==> src/rtl/lsu_pkg.sv <==
// Shared LSU package.
// Holds the arbiter state encoding, the access-size encoding and the packet
// layout that travels from the request side into the dc1 pipe stage.
//   arb_state_t : CORE_PRI (reset state) / DMA_PRI (starvation relief)
//   SIZE_*      : 0 byte, 1 half, 2 word
//   lsu_pkt_t   : addr / size / store / wdata as one packed payload
package lsu_pkg;

  typedef enum logic {
    CORE_PRI = 1'b0,
    DMA_PRI  = 1'b1
  } arb_state_t;

  localparam logic [1:0] SIZE_BYTE = 2'd0;
  localparam logic [1:0] SIZE_HALF = 2'd1;
  localparam logic [1:0] SIZE_WORD = 2'd2;

  typedef struct packed {
    logic [31:0] addr;
    logic [1:0]  size;
    logic        store;
    logic [31:0] wdata;
  } lsu_pkt_t;

  localparam int LSU_PKT_W = $bits(lsu_pkt_t);

  function automatic lsu_pkt_t make_pkt(input logic [31:0] addr,
                                        input logic [1:0]  size,
                                        input logic        store,
                                        input logic [31:0] wdata);
    lsu_pkt_t p;
    p.addr  = addr;
    p.size  = size;
    p.store = store;
    p.wdata = wdata;
    return p;
  endfunction

endpackage

==> src/rtl/lsu_dma_fifo.sv <==
// Small DMA request queue in front of the DCCM arbiter.
// Ports:
//   clk, rst        : clock, asynchronous active-high reset (queue empties)
//   push, push_data : write one entry (ignored when full)
//   pop             : drop the head entry (ignored when empty)
//   head            : current head entry, valid when !empty
//   full, empty     : occupancy flags
//   count           : number of stored entries (log2(DEPTH)+1 bits)
// DEPTH must be a power of two so the pointers wrap by natural overflow.
module lsu_dma_fifo #(
  parameter int DEPTH = 2,
  parameter int WIDTH = 67
) (
  input  logic                       clk,
  input  logic                       rst,
  input  logic                       push,
  input  logic [WIDTH-1:0]           push_data,
  input  logic                       pop,
  output logic [WIDTH-1:0]           head,
  output logic                       full,
  output logic                       empty,
  output logic [$clog2(DEPTH):0]     count
);

  localparam int PTR_W = $clog2(DEPTH);
  localparam int CNT_W = PTR_W + 1;

  logic [WIDTH-1:0] mem [DEPTH];
  logic [PTR_W-1:0] wr_ptr;
  logic [PTR_W-1:0] rd_ptr;
  logic             wr_en;
  logic             rd_en;

  assign full  = (count == CNT_W'(DEPTH));
  assign empty = (count == '0);
  assign wr_en = push && !full;
  assign rd_en = pop && !empty;
  assign head  = mem[rd_ptr];

  // Storage carries no reset: an entry is only ever read after being written.
  always_ff @(posedge clk) begin
    if (wr_en) begin
      mem[wr_ptr] <= push_data;
    end
  end

  always_ff @(posedge clk or posedge rst) begin
    if (rst) begin
      wr_ptr <= '0;
      rd_ptr <= '0;
      count  <= '0;
    end else begin
      if (wr_en) wr_ptr <= wr_ptr + PTR_W'(1);
      if (rd_en) rd_ptr <= rd_ptr + PTR_W'(1);
      case ({wr_en, rd_en})
        2'b10:   count <= count + CNT_W'(1);
        2'b01:   count <= count - CNT_W'(1);
        default: count <= count;
      endcase
    end
  end

endmodule

==> src/rtl/lsu_dccm_arb.sv <==
// DCCM port arbiter between the core LSU and a DMA requester.
// The core normally wins; DMA requests wait in a small queue. When the queue
// head has waited STARVE_MAX cycles the arbiter flips to DMA_PRI and serves
// up to DMA_BURST DMA requests (or until the queue drains) before handing
// priority back to the core. The winner is registered into the dc1 packet.
// Ports:
//   clk, rst                 : clock, asynchronous active-high reset
//   core_valid/addr/size/store/wdata, core_grant : core request, same-cycle grant
//   dma_req_valid/addr/size/write/wdata, dma_req_ready : DMA request handshake
//   pipe_freeze              : dc1 stalled; no grant, pipe packet holds
//   pipe_valid/dma/addr/size/store/wdata : registered dc1 packet
//   dma_starved              : high while in DMA_PRI (exposes the FSM state)
// Handshake: a DMA request transfers on a rising edge where dma_req_valid and
// dma_req_ready are both high; ready depends only on queue occupancy (and is
// low during reset), never on dma_req_valid. The core has no ready: it keeps
// core_valid asserted until it sees core_grant in the same cycle.
module lsu_dccm_arb
  import lsu_pkg::*;
#(
  parameter int DMA_DEPTH  = 2,
  parameter int STARVE_MAX = 8,
  parameter int DMA_BURST  = 2
) (
  input  logic        clk,
  input  logic        rst,
  input  logic        core_valid,
  input  logic [31:0] core_addr,
  input  logic [1:0]  core_size,
  input  logic        core_store,
  input  logic [31:0] core_wdata,
  output logic        core_grant,
  input  logic        dma_req_valid,
  input  logic [31:0] dma_req_addr,
  input  logic [1:0]  dma_req_size,
  input  logic        dma_req_write,
  input  logic [31:0] dma_req_wdata,
  output logic        dma_req_ready,
  input  logic        pipe_freeze,
  output logic        pipe_valid,
  output logic        pipe_dma,
  output logic [31:0] pipe_addr,
  output logic [1:0]  pipe_size,
  output logic        pipe_store,
  output logic [31:0] pipe_wdata,
  output logic        dma_starved
);

  localparam int CNT_W   = $clog2(DMA_DEPTH) + 1;
  localparam int WAIT_W  = $clog2(STARVE_MAX + 1);
  localparam int BURST_W = $clog2(DMA_BURST + 1);

  arb_state_t         state;
  arb_state_t         state_next;
  logic [WAIT_W-1:0]  wait_cnt;
  logic [BURST_W-1:0] burst_cnt;

  lsu_pkt_t           core_pkt;
  lsu_pkt_t           dma_pkt;
  lsu_pkt_t           fifo_head;
  lsu_pkt_t           pipe_pkt;
  logic               fifo_full;
  logic               fifo_empty;
  logic [CNT_W-1:0]   fifo_count;
  logic               dma_push;
  logic               dma_grant;
  logic               fifo_drains;

  assign core_pkt = make_pkt(core_addr, core_size, core_store, core_wdata);
  assign dma_pkt  = make_pkt(dma_req_addr, dma_req_size, dma_req_write, dma_req_wdata);

  assign dma_req_ready = !rst && !fifo_full;
  assign dma_push      = dma_req_valid && dma_req_ready;

  lsu_dma_fifo #(
    .DEPTH (DMA_DEPTH),
    .WIDTH (LSU_PKT_W)
  ) u_dma_fifo (
    .clk       (clk),
    .rst       (rst),
    .push      (dma_push),
    .push_data (dma_pkt),
    .pop       (dma_grant),
    .head      (fifo_head),
    .full      (fifo_full),
    .empty     (fifo_empty),
    .count     (fifo_count)
  );

  // Single-winner grant; reset and freeze suppress both grants.
  always_comb begin
    core_grant = 1'b0;
    dma_grant  = 1'b0;
    if (!rst && !pipe_freeze) begin
      if (state == CORE_PRI) begin
        if (core_valid)       core_grant = 1'b1;
        else if (!fifo_empty) dma_grant  = 1'b1;
      end else begin
        if (!fifo_empty)      dma_grant  = 1'b1;
        else if (core_valid)  core_grant = 1'b1;
      end
    end
  end

  // Queue is empty after this edge: last entry popped with nothing arriving,
  // or already empty with nothing arriving.
  assign fifo_drains = !dma_push &&
                       (fifo_empty || (dma_grant && fifo_count == CNT_W'(1)));

  always_comb begin
    state_next = state;
    case (state)
      CORE_PRI: begin
        // wait_cnt already shows STARVE_MAX-1 waited cycles; this cycle is
        // the STARVE_MAX-th without service.
        if (!fifo_empty && !dma_grant && wait_cnt == WAIT_W'(STARVE_MAX - 1)) begin
          state_next = DMA_PRI;
        end
      end
      DMA_PRI: begin
        if ((dma_grant && burst_cnt == BURST_W'(DMA_BURST - 1)) || fifo_drains) begin
          state_next = CORE_PRI;
        end
      end
      default: state_next = CORE_PRI;
    endcase
  end

  always_ff @(posedge clk or posedge rst) begin
    if (rst) begin
      state     <= CORE_PRI;
      wait_cnt  <= '0;
      burst_cnt <= '0;
    end else begin
      state <= state_next;

      if (fifo_empty || dma_grant) begin
        wait_cnt <= '0;
      end else if (wait_cnt != WAIT_W'(STARVE_MAX)) begin
        wait_cnt <= wait_cnt + WAIT_W'(1);
      end

      if (state == CORE_PRI && state_next == DMA_PRI) begin
        burst_cnt <= '0;
      end else if (state == DMA_PRI && dma_grant) begin
        burst_cnt <= burst_cnt + BURST_W'(1);
      end
    end
  end

  // dc1 packet: payload only reloads on a grant; a frozen stage holds all.
  always_ff @(posedge clk or posedge rst) begin
    if (rst) begin
      pipe_valid <= 1'b0;
      pipe_dma   <= 1'b0;
      pipe_pkt   <= '0;
    end else if (!pipe_freeze) begin
      pipe_valid <= core_grant || dma_grant;
      pipe_dma   <= dma_grant;
      if (dma_grant) begin
        pipe_pkt <= fifo_head;
      end else if (core_grant) begin
        pipe_pkt <= core_pkt;
      end
    end
  end

  assign pipe_addr   = pipe_pkt.addr;
  assign pipe_size   = pipe_pkt.size;
  assign pipe_store  = pipe_pkt.store;
  assign pipe_wdata  = pipe_pkt.wdata;
  assign dma_starved = (state == DMA_PRI);

endmodule

==> config.mk <==
export PLATFORM = sky130hd
export DESIGN_NAME = lsu_dccm_arb
export DESIGN_NICKNAME = d
export VERILOG_FILES = /design/src/rtl/lsu_pkg.sv /design/src/rtl/lsu_dma_fifo.sv /design/src/rtl/lsu_dccm_arb.sv
export SDC_FILE = /design/constraint.sdc
export NUM_CORES = 1
export LEC_CHECK = 0
export CORE_UTILIZATION = 45
export DETAILED_ROUTE_END_ITERATION = 8
export PLACE_DENSITY = 0.77
export SETUP_SLACK_MARGIN = 0.02
export SKIP_LAST_GASP = 1
export SYNTH_ARGS = -nofsm -noshare
export SYNTH_HDL_FRONTEND = slang
export SYNTH_SLANG_ARGS = --single-unit
==> constraint.sdc <==
create_clock -name clk -period 4.6 [get_ports clk]
set_input_delay 0.92 -clock clk [delete_from_list [all_inputs] [get_ports clk]]
set_output_delay 0.92 -clock clk [all_outputs]
set_load 0.1 [all_outputs]
==> flow_summary.toml, run 1 <==
[critical_path]
reg2reg_depth = 8
critical_path_class = "flip-flop to output pin"
start_kind = "flip-flop"
cp_num_buf_inv = 1
cp.depth = 1
critPathMaxFanout = 7
cp-end-kind = "output pin"
critPathMaxStageDelay_ps = 1190
crit_chain = "clkdlybuf4s50_1"
crit_arrival_ps = 2170
slowest_stage = "clkdlybuf4s50_1"
critPathTopFamily = "buffers and inverters"
crit_required_ps = 3680

[clock_network]
root_buffer = "clkbuf_16"
clock-sinks = 214
htree_num_levels = 1
cts_buffer_depth = 3
cts_tree = "done"
cts_buffers = 23
clk_latency_ps = 500
clk_pin_slew_ps = 60
cts_resized = 0
post_cts_buffers = 0
hold_buffers = 0

[yosys]
postSynthCellCount = 601
synthMuxAreaShare_pct = 7.71
synthAdderAreaFrac_pct = 0.992
synth_area_per_cell_sq_um = 14.7
synth-main-ff-cell = "edfxtp_1"
synth-xor-area-share_pct = 0.595
synthDistinctLibCells = 35
yosysSeqAreaShare_pct = 68.3
synth-async-reset-ratio_pct = 37.4
synth_edf_count = 134
synth_area_sq_um = 8830
synth_top_family_by_area = "simple AND/OR/NAND/NOR gates"
ys_ff_latch = 214
synthesis.nets = 747
synth_compound_area_share_pct = 8.36
ys_warn_count = 0
synth-simple-area-share_pct = 10.6

[status]
run_status = "complete, no violations"

[sta]
rsz0062_at_grt = "no"
period_needed_ps = 3090
fin_skew_ps = 9.24
setup_tns_ps = 0
fin_ws_ps = 1510
setup_violations = 0
fmax_mhz = 323
worst_pin_slew_ps = 1230
timing.final.max_slew_violations = 0
timing.final.crit_share_pct = 67.3
hold_viol = 0
relSlewSlack_pct = 17.7

[grt]
grt_pass1_vias = 6218
grt_pass1_wl_microns = 32600
grtUsageTotal_pct = 20.9
antenna_found_initial = 4
grt-ovfl-total = 0
grt_max_degree = 71

[placed_design]
place_congestion = 0.784
place_area_sq_um = 11100
post-place-ws_ps = 1150
dp_hpwl_microns = 13100
numPortBuffers = 210

[die]
coreArea_sq_um = 19000
start_util_pct = 46.6
dieArea_sq_um = 20200
io-pin-count = 211
die_h_microns = 142
rows = 50
die_w_microns = 142

[drt]
wl_per_cell_microns = 19.9
drt-initial-drc-count = 407
drc = 0
routed_wl_microns = 21300
first_pass_iters = 5
viasPerCell = 5.54
ant_nets = 0
vias = 5922

[final_layout]
area_growth_pct = 33.4
final_nets = 936
multiInputGateArea_sq_um = 2530
drive_gt1_share_pct = 6.20
final_area_sq_um = 11800
fillCellCount = 1418
regArea_sq_um = 6030

[pwr]
ir_worst_vdd_v = 0.000749
p_leak_nw = 4.63
p_per_area_nw_per_um2 = 755

[job]
drv_cap = 0

[hold_path]
holdPathStages = 2
hold_class = "flip-flop to flip-flop"
[report_power, final]
group	total, mW	switching [mW]	internal (mW)
Sequential	2.99	0.431	2.56
Combinational	4.19	3.01	1.18
Clock	1.71	0.710	0.996
[layer usage]
layer	global-route usage, %	part of all wire, %	up-vias
met5	0	0.061	-
li1	-	-	2735
met2	36.3	51	217
met4	7.24	2.5	2
met3	4.04	6.2	42
met1	26.2	40	2926
[sequential cells by signal, summed over array words and instances (netlist names)]
register	count
u_dma_fifo.mem	134
pipe_addr	32
pipe_wdata	32
wait_cnt	4
burst_cnt	2
pipe_size	2
u_dma_fifo.count	2
dma_starved	1
pipe_dma	1
pipe_store	1
pipe_valid	1
u_dma_fifo.rd_ptr	1
u_dma_fifo.wr_ptr	1
[cell families (layout without fill, tap and decap cells)]
family	count (synthesis)	count (layout)
AO/OA/AOI/OAI	77	77
XOR/XNOR	6	6
AND/OR/NAND/NOR	166	166
multiplexers	68	68
buffers and inverters	63	268
other	0	2
flip-flops	214	214
adder cells (fa/ha/maj)	7	7
[cells in the mapped netlist, drive strengths merged, types with 3 or more instances]
cell / instances / share of area, %
edfxtp: 134 / 46
dfrtp: 80 / 23
nor3: 71 / 4.0
mux2i: 68 / 7.7
a221o: 67 / 7.6
and3: 67 / 4.7
clkbuf: 35 / 1.5
buf: 18 / 1.6
inv: 10 / 0.43
nand2: 9 / 0.38
ha: 7 / 0.99
nor2: 5 / 0.21
nand2b: 4 / 0.37
xnor2: 4 / 0.40
o21ai: 3 / 0.17
[metrics by stage]
stage	util [%]	power [mW]	hold WS (ps)	instances
2_1_floorplan	-	6.13	473	601
3_3_place_gp	58.5	7.14	464	1025
3_5_place_dp	58.5	7.22	488	1025
4_1_cts	62.1	8.93	502	1066
5_1_grt	62.1	9.19	527	1066
6_report	62.1	8.89	493	1068
[worst paths after layout]
check | slack [ps] | end | from
max in group asynchronous | 2500 | pipe_wdata[14] | rst
worst max-delay path | 1510 | dma_starved | dma_starved
min in group asynchronous | 1180 | wait_cnt[0] | rst
worst max register to register | 1810 | u_dma_fifo.count[1] | u_dma_fifo.count[0]
worst min-delay path | 490 | pipe_dma | pipe_dma
worst min register to register | 490 | pipe_dma | pipe_dma
[layout by cell type, fill, tap and decap left out, types with 2 or more instances in the layout]
cell	count
diode_2	2
xnor2_1	4
ha_1	7
clkbuf_16	23
clkbuf_1	9
clkinv_1	3
nor3_1	71
edfxtp_1	134
clkinv_2	4
clkdlybuf4s50_1	208
dfrtp_1	79
nor2_4	2
nand2_1	8
and3_1	67
nand2b_1	2
xor2_1	2
a221o_1	67
mux2i_1	68
buf_4	8
o21ai_0	3
nor2_1	3
inv_1	9
nand3b_1	2
[area by class of cell]
type	instances	area share, %
antenna	2	0.0425
clock buffer	33	5.29
clock inverter	8	0.553
inverter	10	0.329
multi-input combinational	324	21.5
sequential	214	51.2
tap	260	2.76
timing repair buffer	217	18.4
No activity file was read; power rests on OpenSTA's default activity.
==> inputs of run 2 (changes only) <==
CORE_UTILIZATION = 50   (was 45)
PLACE_DENSITY = 0.81   (was 0.77)
clock period = 3.2 ns   (was 4.6 ns; I/O delays follow)
==> run 2 against run 1 <==
Against the previous run:
- critical path type unchanged
- clock skew grew 13 ps
- largest cell class unchanged
- utilization grew 5.6 points
- count of clock-buffer cells in the layout shrank 1
- die area shrank 9.9%
==> flow_summary.toml, run 2 (synthesis results as in run 1) <==
[status]
run_status = "complete, no violations"

[clock_network]
clk_latency_ps = 500
clk_pin_slew_ps = 60
root_buffer = "clkbuf_16"
htree_num_levels = 1
hold_buffers = 0
cts_tree = "done"
cts_buffers = 22
post_cts_buffers = 0
cts_buffer_depth = 3
clock-sinks = 214
cts_resized = 0

[die]
io-pin-count = 211
start_util_pct = 51.0
rows = 48
dieArea_sq_um = 18200
die_h_microns = 135
die_w_microns = 135
coreArea_sq_um = 17300

[grt]
grt_max_degree = 68
grt_pass1_vias = 6288
antenna_found_initial = 1
grtUsageTotal_pct = 23.5
grt-ovfl-total = 0
grt_pass1_wl_microns = 32700

[pwr]
ir_worst_vdd_v = 0.000724
p_per_area_nw_per_um2 = 1090
p_total_mw = 12.7
p_leak_nw = 4.79

[critical_path]
cp-end-kind = "output pin"
critical_path_class = "flip-flop to output pin"
slowest_stage = "dfrtp_1"
start_kind = "flip-flop"
crit_required_ps = 2560
crit_arrival_ps = 2010
crit_chain = "inv_1 -> ha_1 -> o21ai_0 -> nor3_2 -> buf_12"
critPathMaxFanout = 11
critPathMaxStageDelay_ps = 410

[final_layout]
final_area_sq_um = 11700
final_nets = 948
largest_register_ff_count = 134
final_cell_mix = "clkdlybuf4s50_1 (138), edfxtp_1 (134), buf_4 (87)"
top_register = "u_dma_fifo.mem"
area_growth_pct = 32.7
fin_util_pct = 67.8
drive_gt1_share_pct = 16.6
layout_commonest_cell = "clkdlybuf4s50_1"
antenna_cells = 0
stdcell_count = 1043

[sta]
rsz0062_at_grt = "no"
worst_pin_slew_ps = 567
hold_viol = 0
setup_violations = 0
fin_skew_ps = 22.5
fmax_mhz = 377
relSlewSlack_pct = 62.2
setup_tns_ps = 0
timing.final.crit_share_pct = 82.8
timing.final.max_slew_violations = 0
holdWs_ps = 488
period_needed_ps = 2650
fin_ws_ps = 550

[drt]
vias = 6066
drc = 0
ant_nets = 0
first_pass_iters = 5
viasPerCell = 5.82
wl_per_cell_microns = 20.5
routed_wl_microns = 21400
drt-initial-drc-count = 353

[placed_design]
dp_hpwl_microns = 14000
place_inst = 1003
post-place-ws_ps = 322
numPortBuffers = 210
place_area_sq_um = 11000
place_congestion = 0.774

[hold_path]
hold_class = "flip-flop to flip-flop"

[job]
drv_cap = 0
==> run 2: cell type report <==
cell class,count,area [sq um]
well taps,225,282
clock buffers,32,629
inverters,10,38.8
multi-input cells,324,2530
clock inverters,8,73.8
repair buffers,230,2130
flip-flops and latches,214,6030
fillers,1213,5580
==> run 2: power by group <==
group / leakage [nW] / total (mW) / internal [mW] / switching, mW
logic: 2.26 / 6.08 / 1.59 / 4.49
registers: 2.19 / 4.19 / 3.68 / 0.515
clock network: 0.346 / 2.45 / 1.45 / 1.00
==> run 2: final timing paths <==
kind                       slack, ps                 from              to  cells past startpoint
setup / recovery                 550  u_dma_fifo.count[0]      core_grant                      5
hold / removal                   490           pipe_valid      pipe_valid                      2
setup reg to reg                 720  u_dma_fifo.count[0]   pipe_addr[28]                      6
hold reg to reg                  490           pipe_valid      pipe_valid                      2
max in group asynchronous       1950                  rst  pipe_wdata[17]                      3
min in group asynchronous        830                  rst     dma_starved                      3
==> run 2: critical path: cells and delay by family, from the launching register on <==
family,cells,cell delay (ps)
AO/OA/AOI/OAI,1,180
adder cells (fa/ha/maj),1,410
buffers and inverters,2,310
flip-flops,1,410
AND/OR/NAND/NOR,1,190
==> run 2: metal layers <==
metal,share of wire [%],global-route usage (%)
met3,6.5,3.68
met1,40,29.7
met5,0.047,0
met2,50,40.5
met4,3.0,9.49
